**config.mk**
```make
export PLATFORM = sky130hd
export DESIGN_NAME = fp_add_arbiter_flat
export DESIGN_NICKNAME = d
export VERILOG_FILES = /design/src/rtl/fp_add_arbiter_if.sv /design/src/rtl/fp_add_arbiter.sv /design/src/flat_wrapper.sv
export SDC_FILE = /design/constraint.sdc
export NUM_CORES = 1
export LEC_CHECK = 0
export CAP_MARGIN = 20
export CELL_PAD_IN_SITES_DETAIL_PLACEMENT = 1
export CELL_PAD_IN_SITES_GLOBAL_PLACEMENT = 2
export CORE_ASPECT_RATIO = 1.1
export CORE_UTILIZATION = 36
export CTS_CLUSTER_SIZE = 40
export DETAILED_ROUTE_END_ITERATION = 6
export DONT_BUFFER_PORTS = 1
export PLACE_DENSITY_LB_ADDON = 0.1
export SKIP_LAST_GASP = 1
export SLEW_MARGIN = 30
export SYNTH_ARGS = -nofsm -noshare
export SYNTH_HDL_FRONTEND = slang
export SYNTH_SLANG_ARGS = --single-unit
```
**constraint.sdc**
```tcl
create_clock -name clk -period 4.2 [get_ports clk]
set_input_delay 0.84 -clock clk [delete_from_list [all_inputs] [get_ports clk]]
set_output_delay 0.84 -clock clk [all_outputs]
set_load 0.01 [all_outputs]
```
**src/rtl/fp_add_arbiter_if.sv**
```systemverilog
// Requester and adder-side signal bundle for the two-port adder arbiter.
interface fp_add_arbiter_if;
    localparam int unsigned DATA_W = 32;

    logic              req0;
    logic              req1;
    logic              u0;
    logic              v0;
    logic              u1;
    logic              v1;
    logic [DATA_W-1:0] x0;
    logic [DATA_W-1:0] y0;
    logic [DATA_W-1:0] x1;
    logic [DATA_W-1:0] y1;
    logic              ack0;
    logic              ack1;
    logic [DATA_W-1:0] zr;
    logic              err;
    logic              busy;
    logic              fa_run;
    logic              fa_u;
    logic              fa_v;
    logic [DATA_W-1:0] fa_x;
    logic [DATA_W-1:0] fa_y;
    logic              fa_stall;
    logic [DATA_W-1:0] fa_z;

    // Arbiter view
    modport slave (
        input  req0, req1, u0, v0, u1, v1, x0, y0, x1, y1, fa_stall, fa_z,
        output ack0, ack1, zr, err, busy, fa_run, fa_u, fa_v, fa_x, fa_y
    );

    // Requesters plus adder view
    modport master (
        output req0, req1, u0, v0, u1, v1, x0, y0, x1, y1, fa_stall, fa_z,
        input  ack0, ack1, zr, err, busy, fa_run, fa_u, fa_v, fa_x, fa_y
    );
endinterface

```
**src/rtl/fp_add_arbiter.sv**
```systemverilog
// Round-robin arbiter sharing one multi-cycle adder between two requesters,
// with a watchdog that aborts a run stuck in stall.
module fp_add_arbiter #(
    parameter int unsigned MAXCYC = 15
) (
    input  logic               clk,
    input  logic               rst,
    fp_add_arbiter_if.slave    bus
);
    localparam int unsigned DATA_W = 32;
    localparam int unsigned CNT_W  = 8;
    localparam logic [CNT_W-1:0] CNT_LAST = CNT_W'(MAXCYC - 1);

    typedef enum logic [1:0] {
        IDLE = 2'd0,
        RUN  = 2'd1,
        DONE = 2'd2
    } state_t;

    state_t              state_q, state_d;
    logic [CNT_W-1:0]    cnt_q, cnt_d;
    logic                gnt_q, gnt_d;     // requester being served
    logic                last_q, last_d;   // requester granted most recently
    logic                run_q, run_d;
    logic                busy_q, busy_d;
    logic                ack0_q, ack0_d;
    logic                ack1_q, ack1_d;
    logic                err_q, err_d;
    logic [DATA_W-1:0]   zr_q, zr_d;
    logic                fu_q, fu_d;
    logic                fv_q, fv_d;
    logic [DATA_W-1:0]   fx_q, fx_d;
    logic [DATA_W-1:0]   fy_q, fy_d;
    logic                pick_c;
    logic                finish_c;

    // Next-state, grant selection and completion handling
    always_comb begin
        state_d  = state_q;
        cnt_d    = cnt_q;
        gnt_d    = gnt_q;
        last_d   = last_q;
        run_d    = run_q;
        busy_d   = busy_q;
        ack0_d   = 1'b0;
        ack1_d   = 1'b0;
        err_d    = err_q;
        zr_d     = zr_q;
        fu_d     = fu_q;
        fv_d     = fv_q;
        fx_d     = fx_q;
        fy_d     = fy_q;
        finish_c = 1'b0;
        // Tie goes to the requester not served last; otherwise whoever asks
        pick_c   = (bus.req0 && bus.req1) ? ~last_q : bus.req1;

        case (state_q)
            IDLE: begin
                if (bus.req0 || bus.req1) begin
                    gnt_d   = pick_c;
                    last_d  = pick_c;
                    fu_d    = pick_c ? bus.u1 : bus.u0;
                    fv_d    = pick_c ? bus.v1 : bus.v0;
                    fx_d    = pick_c ? bus.x1 : bus.x0;
                    fy_d    = pick_c ? bus.y1 : bus.y0;
                    cnt_d   = '0;
                    run_d   = 1'b1;
                    busy_d  = 1'b1;
                    state_d = RUN;
                end
            end
            RUN: begin
                if (!bus.fa_stall) begin
                    zr_d     = bus.fa_z;
                    err_d    = 1'b0;
                    finish_c = 1'b1;
                end else if (cnt_q == CNT_LAST) begin
                    zr_d     = '0;
                    err_d    = 1'b1;
                    finish_c = 1'b1;
                end else begin
                    cnt_d    = cnt_q + CNT_W'(1);
                end
                if (finish_c) begin
                    run_d   = 1'b0;
                    ack0_d  = ~gnt_q;
                    ack1_d  = gnt_q;
                    state_d = DONE;
                end
            end
            DONE: begin
                busy_d  = 1'b0;
                state_d = IDLE;
            end
            default: begin
                run_d   = 1'b0;
                busy_d  = 1'b0;
                state_d = IDLE;
            end
        endcase
    end

    // State and output registers; reset leaves pointer on requester 1
    always_ff @(posedge clk or posedge rst) begin
        if (rst) begin
            state_q <= IDLE;
            cnt_q   <= '0;
            gnt_q   <= 1'b0;
            last_q  <= 1'b1;
            run_q   <= 1'b0;
            busy_q  <= 1'b0;
            ack0_q  <= 1'b0;
            ack1_q  <= 1'b0;
            err_q   <= 1'b0;
            zr_q    <= '0;
            fu_q    <= 1'b0;
            fv_q    <= 1'b0;
            fx_q    <= '0;
            fy_q    <= '0;
        end else begin
            state_q <= state_d;
            cnt_q   <= cnt_d;
            gnt_q   <= gnt_d;
            last_q  <= last_d;
            run_q   <= run_d;
            busy_q  <= busy_d;
            ack0_q  <= ack0_d;
            ack1_q  <= ack1_d;
            err_q   <= err_d;
            zr_q    <= zr_d;
            fu_q    <= fu_d;
            fv_q    <= fv_d;
            fx_q    <= fx_d;
            fy_q    <= fy_d;
        end
    end

    assign bus.fa_run = run_q;
    assign bus.busy   = busy_q;
    assign bus.ack0   = ack0_q;
    assign bus.ack1   = ack1_q;
    assign bus.err    = err_q;
    assign bus.zr     = zr_q;
    assign bus.fa_u   = fu_q;
    assign bus.fa_v   = fv_q;
    assign bus.fa_x   = fx_q;
    assign bus.fa_y   = fy_q;
endmodule

```
**src/flat_wrapper.sv**
```systemverilog
// flat-port wrapper written by rule: the top's interface ports become plain ports
module fp_add_arbiter_flat 
#(
    parameter int unsigned MAXCYC = 15
)
  (clk, rst, bus_req0, bus_req1, bus_u0, bus_v0, bus_u1, bus_v1, bus_x0, bus_y0, bus_x1, bus_y1, bus_fa_stall, bus_fa_z, bus_ack0, bus_ack1, bus_zr, bus_err, bus_busy, bus_fa_run, bus_fa_u, bus_fa_v, bus_fa_x, bus_fa_y);
  fp_add_arbiter_if bus_i ();
  input  logic clk;
  input  logic rst;
  input wire logic [$bits(bus_i.req0)-1:0] bus_req0;
  input wire logic [$bits(bus_i.req1)-1:0] bus_req1;
  input wire logic [$bits(bus_i.u0)-1:0] bus_u0;
  input wire logic [$bits(bus_i.v0)-1:0] bus_v0;
  input wire logic [$bits(bus_i.u1)-1:0] bus_u1;
  input wire logic [$bits(bus_i.v1)-1:0] bus_v1;
  input wire logic [$bits(bus_i.x0)-1:0] bus_x0;
  input wire logic [$bits(bus_i.y0)-1:0] bus_y0;
  input wire logic [$bits(bus_i.x1)-1:0] bus_x1;
  input wire logic [$bits(bus_i.y1)-1:0] bus_y1;
  input wire logic [$bits(bus_i.fa_stall)-1:0] bus_fa_stall;
  input wire logic [$bits(bus_i.fa_z)-1:0] bus_fa_z;
  output wire logic [$bits(bus_i.ack0)-1:0] bus_ack0;
  output wire logic [$bits(bus_i.ack1)-1:0] bus_ack1;
  output wire logic [$bits(bus_i.zr)-1:0] bus_zr;
  output wire logic [$bits(bus_i.err)-1:0] bus_err;
  output wire logic [$bits(bus_i.busy)-1:0] bus_busy;
  output wire logic [$bits(bus_i.fa_run)-1:0] bus_fa_run;
  output wire logic [$bits(bus_i.fa_u)-1:0] bus_fa_u;
  output wire logic [$bits(bus_i.fa_v)-1:0] bus_fa_v;
  output wire logic [$bits(bus_i.fa_x)-1:0] bus_fa_x;
  output wire logic [$bits(bus_i.fa_y)-1:0] bus_fa_y;
  assign bus_i.req0 = bus_req0;
  assign bus_i.req1 = bus_req1;
  assign bus_i.u0 = bus_u0;
  assign bus_i.v0 = bus_v0;
  assign bus_i.u1 = bus_u1;
  assign bus_i.v1 = bus_v1;
  assign bus_i.x0 = bus_x0;
  assign bus_i.y0 = bus_y0;
  assign bus_i.x1 = bus_x1;
  assign bus_i.y1 = bus_y1;
  assign bus_i.fa_stall = bus_fa_stall;
  assign bus_i.fa_z = bus_fa_z;
  assign bus_ack0 = bus_i.ack0;
  assign bus_ack1 = bus_i.ack1;
  assign bus_zr = bus_i.zr;
  assign bus_err = bus_i.err;
  assign bus_busy = bus_i.busy;
  assign bus_fa_run = bus_i.fa_run;
  assign bus_fa_u = bus_i.fa_u;
  assign bus_fa_v = bus_i.fa_v;
  assign bus_fa_x = bus_i.fa_x;
  assign bus_fa_y = bus_i.fa_y;
  fp_add_arbiter #(.MAXCYC(MAXCYC)) u_core (.clk(clk), .rst(rst), .bus(bus_i));
endmodule
```
[Yosys cells after proc, flatten, opt, wreduce, memory -nomap -nowiden]
Cells that the tools add are included.
Cells by class
  equality and inequality tests: 8
  bitwise operators: 4
  muxes and demuxes: 27
  reductions and logical operators: 10
  add/subtract/negate cells: 1
Operator list (count)
  2-to-1 mux 32 bit: 4
  2-to-1 mux 8 bit: 3
  one-hot mux 8 bit (2 select lines): 1
  2-to-1 mux 1 bit: 14
  adder 8 x 1 -> 8 bit (second input constant): 1
  == test 8 x 4 -> 1 bit (second input constant): 1
  AND reduction 2 bit: 4
  != test 2 x 1 -> 1 bit (second input constant): 3
  2-to-1 mux 2 bit: 2
  != test 2 bit (second input constant): 2
  NOT 1 bit: 4
  one-hot mux 2 bit (2 select lines): 1
  AND reduction 4 bit: 1
  one-hot mux 1 bit (3 select lines): 1
  AND reduction 3 bit: 1
  == test 2 x 1 -> 1 bit (second input constant): 1
  == test 2 bit (second input constant): 1
  logical NOT 2 bit: 1
  one-hot mux 1 bit (2 select lines): 1
  nonzero test 2 bit: 1
  logical AND 1 bit: 1
  logical OR 1 bit: 1
Storage, ports and cells
  register bits after elaboration: 115
  input bits: 169

[Depth between registers and ports, before layout]
Gate-level depths: netlist (run 1).
  depth in word-level cells: 6
  mapped depth: 8

[Worst setup path after synthesis (run 1)]
Ideal clock, no wire load.
  kind: input to register
  start point: input bus_req1
  end point: register u_core.fu_q, in the netlist u_core.bus.fa_u
  path slack: 2283 ps
  stages: 5
  data arrival time: 1791 ps
  library setup time: 126 ps
  path buffers: 2
  cell sequence: a21boi_1 buf_2 buf_4 mux2i_1 a21oi_1
Between the ends
  longest elaborated chain between the ends: 3
  elaborated cells between the ends (all ways): 5
  those cells by class: mux: 2; reduce/logical: 3
RTL lines
  start, declared: RTL line flat_wrapper.sv:11  | input wire logic [$bits(bus_i.req1)-1:0] bus_req1;
  logical AND 1 bit: RTL line fp_add_arbiter.sv:55  | pick_c = (bus.req0 && bus.req1) ? ~last_q : bus.req1;
  2-to-1 mux 1 bit: RTL line fp_add_arbiter.sv:55
  2-to-1 mux 1 bit: RTL line fp_add_arbiter.sv:62  | fu_d = pick_c ? bus.u1 : bus.u0;
  end signal, assigned: RTL line fp_add_arbiter.sv:131  | fu_q <= fu_d;
  end, declared: RTL line fp_add_arbiter.sv:30  | logic fu_q, fu_d;
Parallel ways exist; a longest one is shown, timed or not.
A chain may end at the register's enable or synchronous reset.

[Final worst setup path (run 1)]
  start point: register u_core.state_q[0]
  end point: register u_core.fy_q[11], in the netlist u_core.bus.fa_y[11]
Between the ends
  longest elaborated chain between the ends: 2
RTL lines
  start, declared: RTL line fp_add_arbiter.sv:20  | state_t state_q, state_d;
  start signal, assigned: RTL line fp_add_arbiter.sv:121  | state_q <= state_d;
  logical NOT 2 bit: RTL line fp_add_arbiter.sv:57  | case (state_q)
  AND reduction 2 bit (no line)
  end signal, assigned: RTL line fp_add_arbiter.sv:134  | fy_q <= fy_d;
  end, declared: RTL line fp_add_arbiter.sv:33  | logic [DATA_W-1:0] fy_q, fy_d;
Every way passes these cells.

==> flow_metrics.py, run 1 <==
metrics = {
    "clock_tree": {
        "cts.sinks": 115,
        "clk_pin_slew_ps": 60,
        "insertion_delay_ps": 420,
        "cts_resized": 0,
        "tritoncts": "yes",
        "cts_made_buffers": 17,
        "cts-htree-levels": 4,
        "clockRootBuffer": "clkbuf_16",
        "cts_setup_buffers": 0,
        "postCtsHoldBufs": 0,
        "cts_max_path_buffers": 2,
    },
    "sta": {
        "fin_skew_ps": 6.75,
        "setup_tns_ps": 0,
        "setup_viol": 0,
        "tightest_slew_ps": 833,
        "finalCritPeriodShare": 0.509,
        "hold_violations": 0,
        "finalMaxSlewViolations": 0,
        "slew_headroom": 0.445,
        "rsz0062_at_grt": "false",
        "hold_ws_ps": 404,
        "max_freq_mhz": 467,
        "period_needed_ps": 2140,
    },
    "yosys": {
        "synthSimpleGateAreaFrac": 0.0795,
        "ys_seq_area_frac": 0.583,
        "synthMuxAreaShare": 0.138,
        "synth-compound-area-share": 0.154,
        "syn_nets": 608,
        "synth_area_um2": 4940,
        "ys_ff_latch": 115,
        "synthXorXnorAreaFrac": 0.00355,
        "synth.most_common_cell": "dfrtp_1",
        "synth_top_area_frac": 0.577,
        "synth_top_family_by_area": "compound AO/OA/AOI/OAI gates",
        "avgSynthCellArea_um2": 11.3,
        "ys_top_cells_by_count": "114 x dfrtp_1, 76 x nor2_1, 72 x a21oi_1, 67 x mux2i_1, 32 x a22o_1",
        "yosys.cell_types.count": 38,
        "synth.largest_area_cell": "dfrtp_1",
        "async_flop_share": 1.00,
        "ys.flop_type": "dfrtp_1",
        "yosysWarnings": 0,
        "synth_edf_count": 0,
        "synth_fa_ha_area_frac": 0.00506,
        "synthTopCellsByArea": "dfrtp_1 58%, mux2i_1 14%, a21oi_1 7.3%",
        "synthCells": 437,
    },
    "detailed_routing": {
        "wl_per_cell_um": 19.9,
        "drt_iter0_drc": 129,
        "dr.pass1.iters": 4,
        "ant_nets": 0,
        "via_count": 3353,
        "drt_wl_total_mm": 12.5,
        "drc": 0,
        "viasPerCell": 5.33,
    },
    "final_layout": {
        "syn2layout_area_growth_pct": 15.2,
        "n_antenna_cell": 0,
        "layout-drive-gt1-share": 0.101,
        "nets": 604,
        "fin_util": 0.427,
    },
    "floorplanning": {
        "fp-row-count": 44,
        "die_x_um": 114,
        "die_h_um": 125,
        "dieArea_um2": 14200,
        "core_um2": 13300,
        "start_util": 0.371,
        "ioPinCount": 272,
    },
    "pwr": {
        "powerDensity_nw_per_um2": 793,
        "ir_drop_uv": 300,
        "total_power_w": 0.00452,
        "power_leakage_nw": 2.47,
    },
    "global_route": {
        "grt_pass1_wl_mm": 19.5,
        "grt_pass1_vias": 3581,
        "antenna_found_initial": 0,
        "grtUsageTotal": 0.185,
        "overflow": 0,
        "grt_max_degree": 116,
    },
    "worst_setup_path": {
        "path_cells": "nor2_1, o21a_4, buf_16, buf_4, nor2_1, a21oi_1",
        "critPathSlowestCell": "o21a_4",
        "cpPeakStageDelay_ps": 510,
        "cp.arrival_ps": 2470,
        "required_ps": 4530,
        "path_max_fanout": 66,
        "start_kind": "register",
        "cp_common_cell": "nor2_1",
        "end_kind": "register",
        "path_class": "reg -> reg",
    },
    "job": {
        "cap_violations": 0,
    },
    "placement": {
        "place.gp.congestion": 0.723,
        "port-buffer-count": 0,
        "dpl.hpwl_mm": 8.61,
    },
    "run_status": {
        "outcome": "completed",
    },
    "worst_hold_path": {
        "min_path_type": "in -> async",
    },
}
## report_power, final
| part | total (W) | switching (W) | leakage (nW) | internal [W] |
|---|---|---|---|---|
| combinational | 0.000882 | 0.000481 | 0.861 | 0.000401 |
| sequential | 0.00224 | 0.000631 | 1.34 | 0.00160 |
| clock | 0.00140 | 0.000518 | 0.270 | 0.000882 |
| total | 0.00452 | 0.00163 | 2.47 | 0.00289 |
## sequential cells by signal, summed over array words and instances (netlist names)
name	count
u_core.bus.fa_x	32
u_core.bus.fa_y	32
u_core.bus.zr	32
u_core.cnt_q	8
u_core.state_q	2
u_core.bus.ack0	1
u_core.bus.ack1	1
u_core.bus.busy	1
u_core.bus.err	1
u_core.bus.fa_run	1
u_core.bus.fa_u	1
u_core.bus.fa_v	1
u_core.gnt_q	1
u_core.last_q	1
## critical path: cells and delay by family, from the launching register on
family	cells	cell delay, ps
flops	1	450
compound gates	2	650
simple gates	2	380
buf+inv	2	540
## per-stage QoR
stage	setup WS [ps]	instances	cell area, um^2
floorplan	318	437	4940
global placement	1660	597	5080
detailed placement	1870	598	5120
CTS	2050	629	5690
global route	1860	629	5690
finish	2060	629	5690
## cell families after synthesis
group	after synthesis
AOI/OAI and AO/OA	121
xor gates and xnor gates	2
adders and majority gates	2
buffers and inverters	35
DFF	115
muxes	68
and+or+nand+nor	94
## final timing paths
check,start,to,slack (ps),cells past startpoint
max,u_core.state_q[0],u_core.bus.fa_y[11],2060,6
max in group asynchronous,rst,u_core.bus.fa_x[21],3240,2
min in group clk,u_core.gnt_q,u_core.bus.ack0,440,1
min reg2reg,u_core.gnt_q,u_core.bus.ack0,440,1
max reg2reg,u_core.state_q[0],u_core.bus.fa_y[11],2060,6
min,rst,u_core.bus.fa_x[3],400,2
## cell usage in the layout (no fill, tap or decap), types with 3 or more instances in the layout
cell type / Yosys / routed
inv_1: 6 / 5
nor2_1: 76 / 75
mux2i_1: 67 / 67
a22o_1: 32 / 32
buf_4: 3 / 3
a21oi_1: 72 / 72
nand2b_1: 3 / 3
clkinvlp_4: 0 / 5
clkbuf_16: 0 / 17
clkinv_2: 0 / 4
o21ai_0: 4 / 4
dfrtp_1: 114 / 114
nand2_1: 5 / 5
## per-layer routing
layer	global-route usage	vias up	wire, um
met4	0.0975	0	351
met1	0.197	1604	4670
met3	0.0813	27	1360
met5	0	-	0
li1	-	1538	-
met2	0.306	184	6150
## cell type report
class	count	area (um^2)
Fill cell	1448	7630
Clock inverter	13	135
Multi-Input combinational cell	287	1900
Sequential cell	115	2880
Clock buffer	18	439
Inverter	6	25.0
Tap cell	184	230
Timing Repair Buffer	6	81.3
Power figures use the tool's default switching activity.
==> run 2: changes to the inputs <==
--- a/config.mk
+++ b/config.mk
@@ -9,7 +9,7 @@
 export CELL_PAD_IN_SITES_DETAIL_PLACEMENT = 1
 export CELL_PAD_IN_SITES_GLOBAL_PLACEMENT = 2
 export CORE_ASPECT_RATIO = 1.1
-export CORE_UTILIZATION = 36
+export CORE_UTILIZATION = 33
 export CTS_CLUSTER_SIZE = 40
 export DETAILED_ROUTE_END_ITERATION = 6
 export DONT_BUFFER_PORTS = 1
==> constraint.sdc (replaced) <==
create_clock -name clk -period 1.9 [get_ports clk]
set_input_delay 0.38 -clock clk [delete_from_list [all_inputs] [get_ports clk]]
set_output_delay 0.38 -clock clk [all_outputs]
set_load 0.01 [all_outputs]
==> flow_metrics.py, run 2 (same netlist as run 1, synthesis figures left out) <==
metrics = {
    "placement": {
        "port-buffer-count": 0,
        "place.gp.congestion": 0.730,
        "place_area_um2": 5250,
        "place_inst": 614,
        "dpl.hpwl_mm": 9.16,
    },
    "worst_setup_path": {
        "path_max_fanout": 35,
        "start_kind": "register",
        "end_kind": "register",
        "required_ps": 2200,
        "path_class": "reg -> reg",
        "cpPeakStageDelay_ps": 410,
        "rr_endpoint": "u_core.bus.zr[12]",
        "cp_top_family": "compound AO/OA/AOI/OAI gates",
        "rr_startpoint": "u_core.cnt_q[0]",
        "regToRegSetupSlack_ps": 120,
        "critPathSlowestCell": "dfrtp_1",
        "cp.arrival_ps": 2080,
        "worst-path-buf-inv": 2,
        "reg2reg_depth": 7,
        "path_cells": "inv_2, ha_1, nand4b_1, or2_1, a21o_1, buf_12, a22o_1",
    },
    "clock_tree": {
        "insertion_delay_ps": 420,
        "cts.sinks": 115,
        "cts_max_path_buffers": 2,
        "clockRootBuffer": "clkbuf_16",
        "cts_made_buffers": 17,
        "tritoncts": "yes",
        "cts-htree-levels": 4,
        "clk_pin_slew_ps": 60,
        "cts_setup_buffers": 0,
    },
    "floorplanning": {
        "dieArea_um2": 15500,
        "fp-row-count": 46,
        "start_util": 0.341,
        "die_x_um": 119,
        "core_um2": 14500,
        "ioPinCount": 272,
        "die_h_um": 130,
    },
    "detailed_routing": {
        "dr.pass1.iters": 4,
        "drt_wl_total_mm": 12.8,
        "viasPerCell": 5.32,
        "ant_nets": 0,
        "wl_per_cell_um": 19.8,
        "drc": 0,
        "via_count": 3444,
        "drt_iter0_drc": 141,
    },
    "global_route": {
        "grt_pass1_wl_mm": 19.3,
        "grtUsageTotal": 0.168,
        "gr-max-usage-layer": "met2",
        "grt_pass1_vias": 3439,
        "met1_usage": 0.191,
        "met3_usage": 0.0704,
        "use_met2": 0.280,
        "antenna_found_initial": 0,
        "grt_max_degree": 52,
        "overflow": 0,
    },
    "final_layout": {
        "syn2layout_area_growth_pct": 18.5,
        "fin_area_um2": 5860,
        "nFillCells": 1538,
        "layout-drive-gt1-share": 0.119,
        "nets": 613,
        "fin_cells": 647,
        "layout_common_cells": "114 x dfrtp_1, 75 x nor2_1, 72 x a21oi_1",
        "layout_commonest_cell": "dfrtp_1",
        "n_antenna_cell": 0,
    },
    "sta": {
        "setup_tns_ps": 0,
        "hold_ws_ps": 24.5,
        "max_freq_mhz": 562,
        "setup_viol": 0,
        "tightest_slew_ps": 512,
        "period_needed_ps": 1780,
        "rsz0062_at_grt": "false",
        "finalMaxSlewViolations": 0,
        "fin_skew_ps": 5.04,
        "slew_headroom": 0.658,
        "hold_violations": 0,
        "finalCritPeriodShare": 0.936,
    },
    "run_status": {
        "outcome": "completed",
    },
    "pwr": {
        "ir_drop_uv": 651,
        "powerDensity_nw_per_um2": 1750,
        "power_leakage_nw": 2.54,
    },
    "worst_hold_path": {
        "min_path_type": "in -> reg",
        "hp-start": "bus_req0",
        "hold_end": "u_core.last_q",
        "whs_path_depth": 1,
    },
    "job": {
        "cap_violations": 0,
    },
}
[run 2: changes by cell type in the layout (fill, tap and decap cells not counted), moves of 3 or more]
| cell | change |
|---|---|
| buf_12 | +7 |
| clkinv_2 | -4 |
| clkinv_4 | +4 |
| buf_4 | +3 |
| inv_6 | +3 |
[run 2: layer usage]
| layer | vias to the layer above | part of all wire |
|---|---|---|
| met4 | 0 | 0.015 |
| met3 | 16 | 0.092 |
| met1 | 1683 | 0.38 |
| met5 | - | 0 |
| met2 | 182 | 0.51 |
| li1 | 1563 | - |
[run 2: worst max path at each step]
stage	start	endpoint	slack (ps)	depth (start not counted)
after floorplan	rst	u_core.bus.ack0	120	1
after global placement	u_core.cnt_q[0]	u_core.bus.zr[9]	190	7
after detailed placement	u_core.cnt_q[0]	u_core.bus.zr[12]	130	7
after CTS	u_core.cnt_q[0]	u_core.bus.zr[12]	100	7
after global routing	u_core.cnt_q[0]	u_core.bus.zr[20]	30	7
final	u_core.cnt_q[0]	u_core.bus.zr[12]	120	7
[run 2: worst reg2reg max path, stage by stage, from the launching register on]
cell and delay, ps:
dfrtp_1 410, inv_2 80, ha_1 150, nand4b_1 140, or2_1 270, a21o_1 210
buf_12 170, a22o_1 220
[run 2: timing repair]
action	CTS	global route
setup endpoints to repair	0	2
hold buffers	1	0
hold endpoints to repair	19	0
gates resized for setup	0	1
[run 2: where the power goes]
group	total [W]	internal [W]	switching, W
Combinational	0.00206	0.000973	0.00109
Clock	0.00322	0.00196	0.00126
Sequential	0.00494	0.00355	0.00140
[run 2: stage by stage]
stage          setup WS [ps]   util  total power [W]
2_1_floorplan            121      -          0.00630
3_3_place_gp             190  0.362          0.00701
3_5_place_dp             135  0.362          0.00710
4_1_cts                  105  0.404           0.0104
5_1_grt                 29.9  0.404           0.0109
6_report                 122  0.404           0.0102
[run 2: final cells by class]
type / count / area (um^2) / share of cell area
timing repair buffer: 15 / 215 / 0.0367
inverter: 6 / 26.3 / 0.00449
multi-input combinational: 287 / 1900 / 0.324
clock inverter: 15 / 173 / 0.0295
tap: 192 / 240 / 0.0410
clock buffer: 17 / 425 / 0.0726
sequential: 115 / 2880 / 0.492
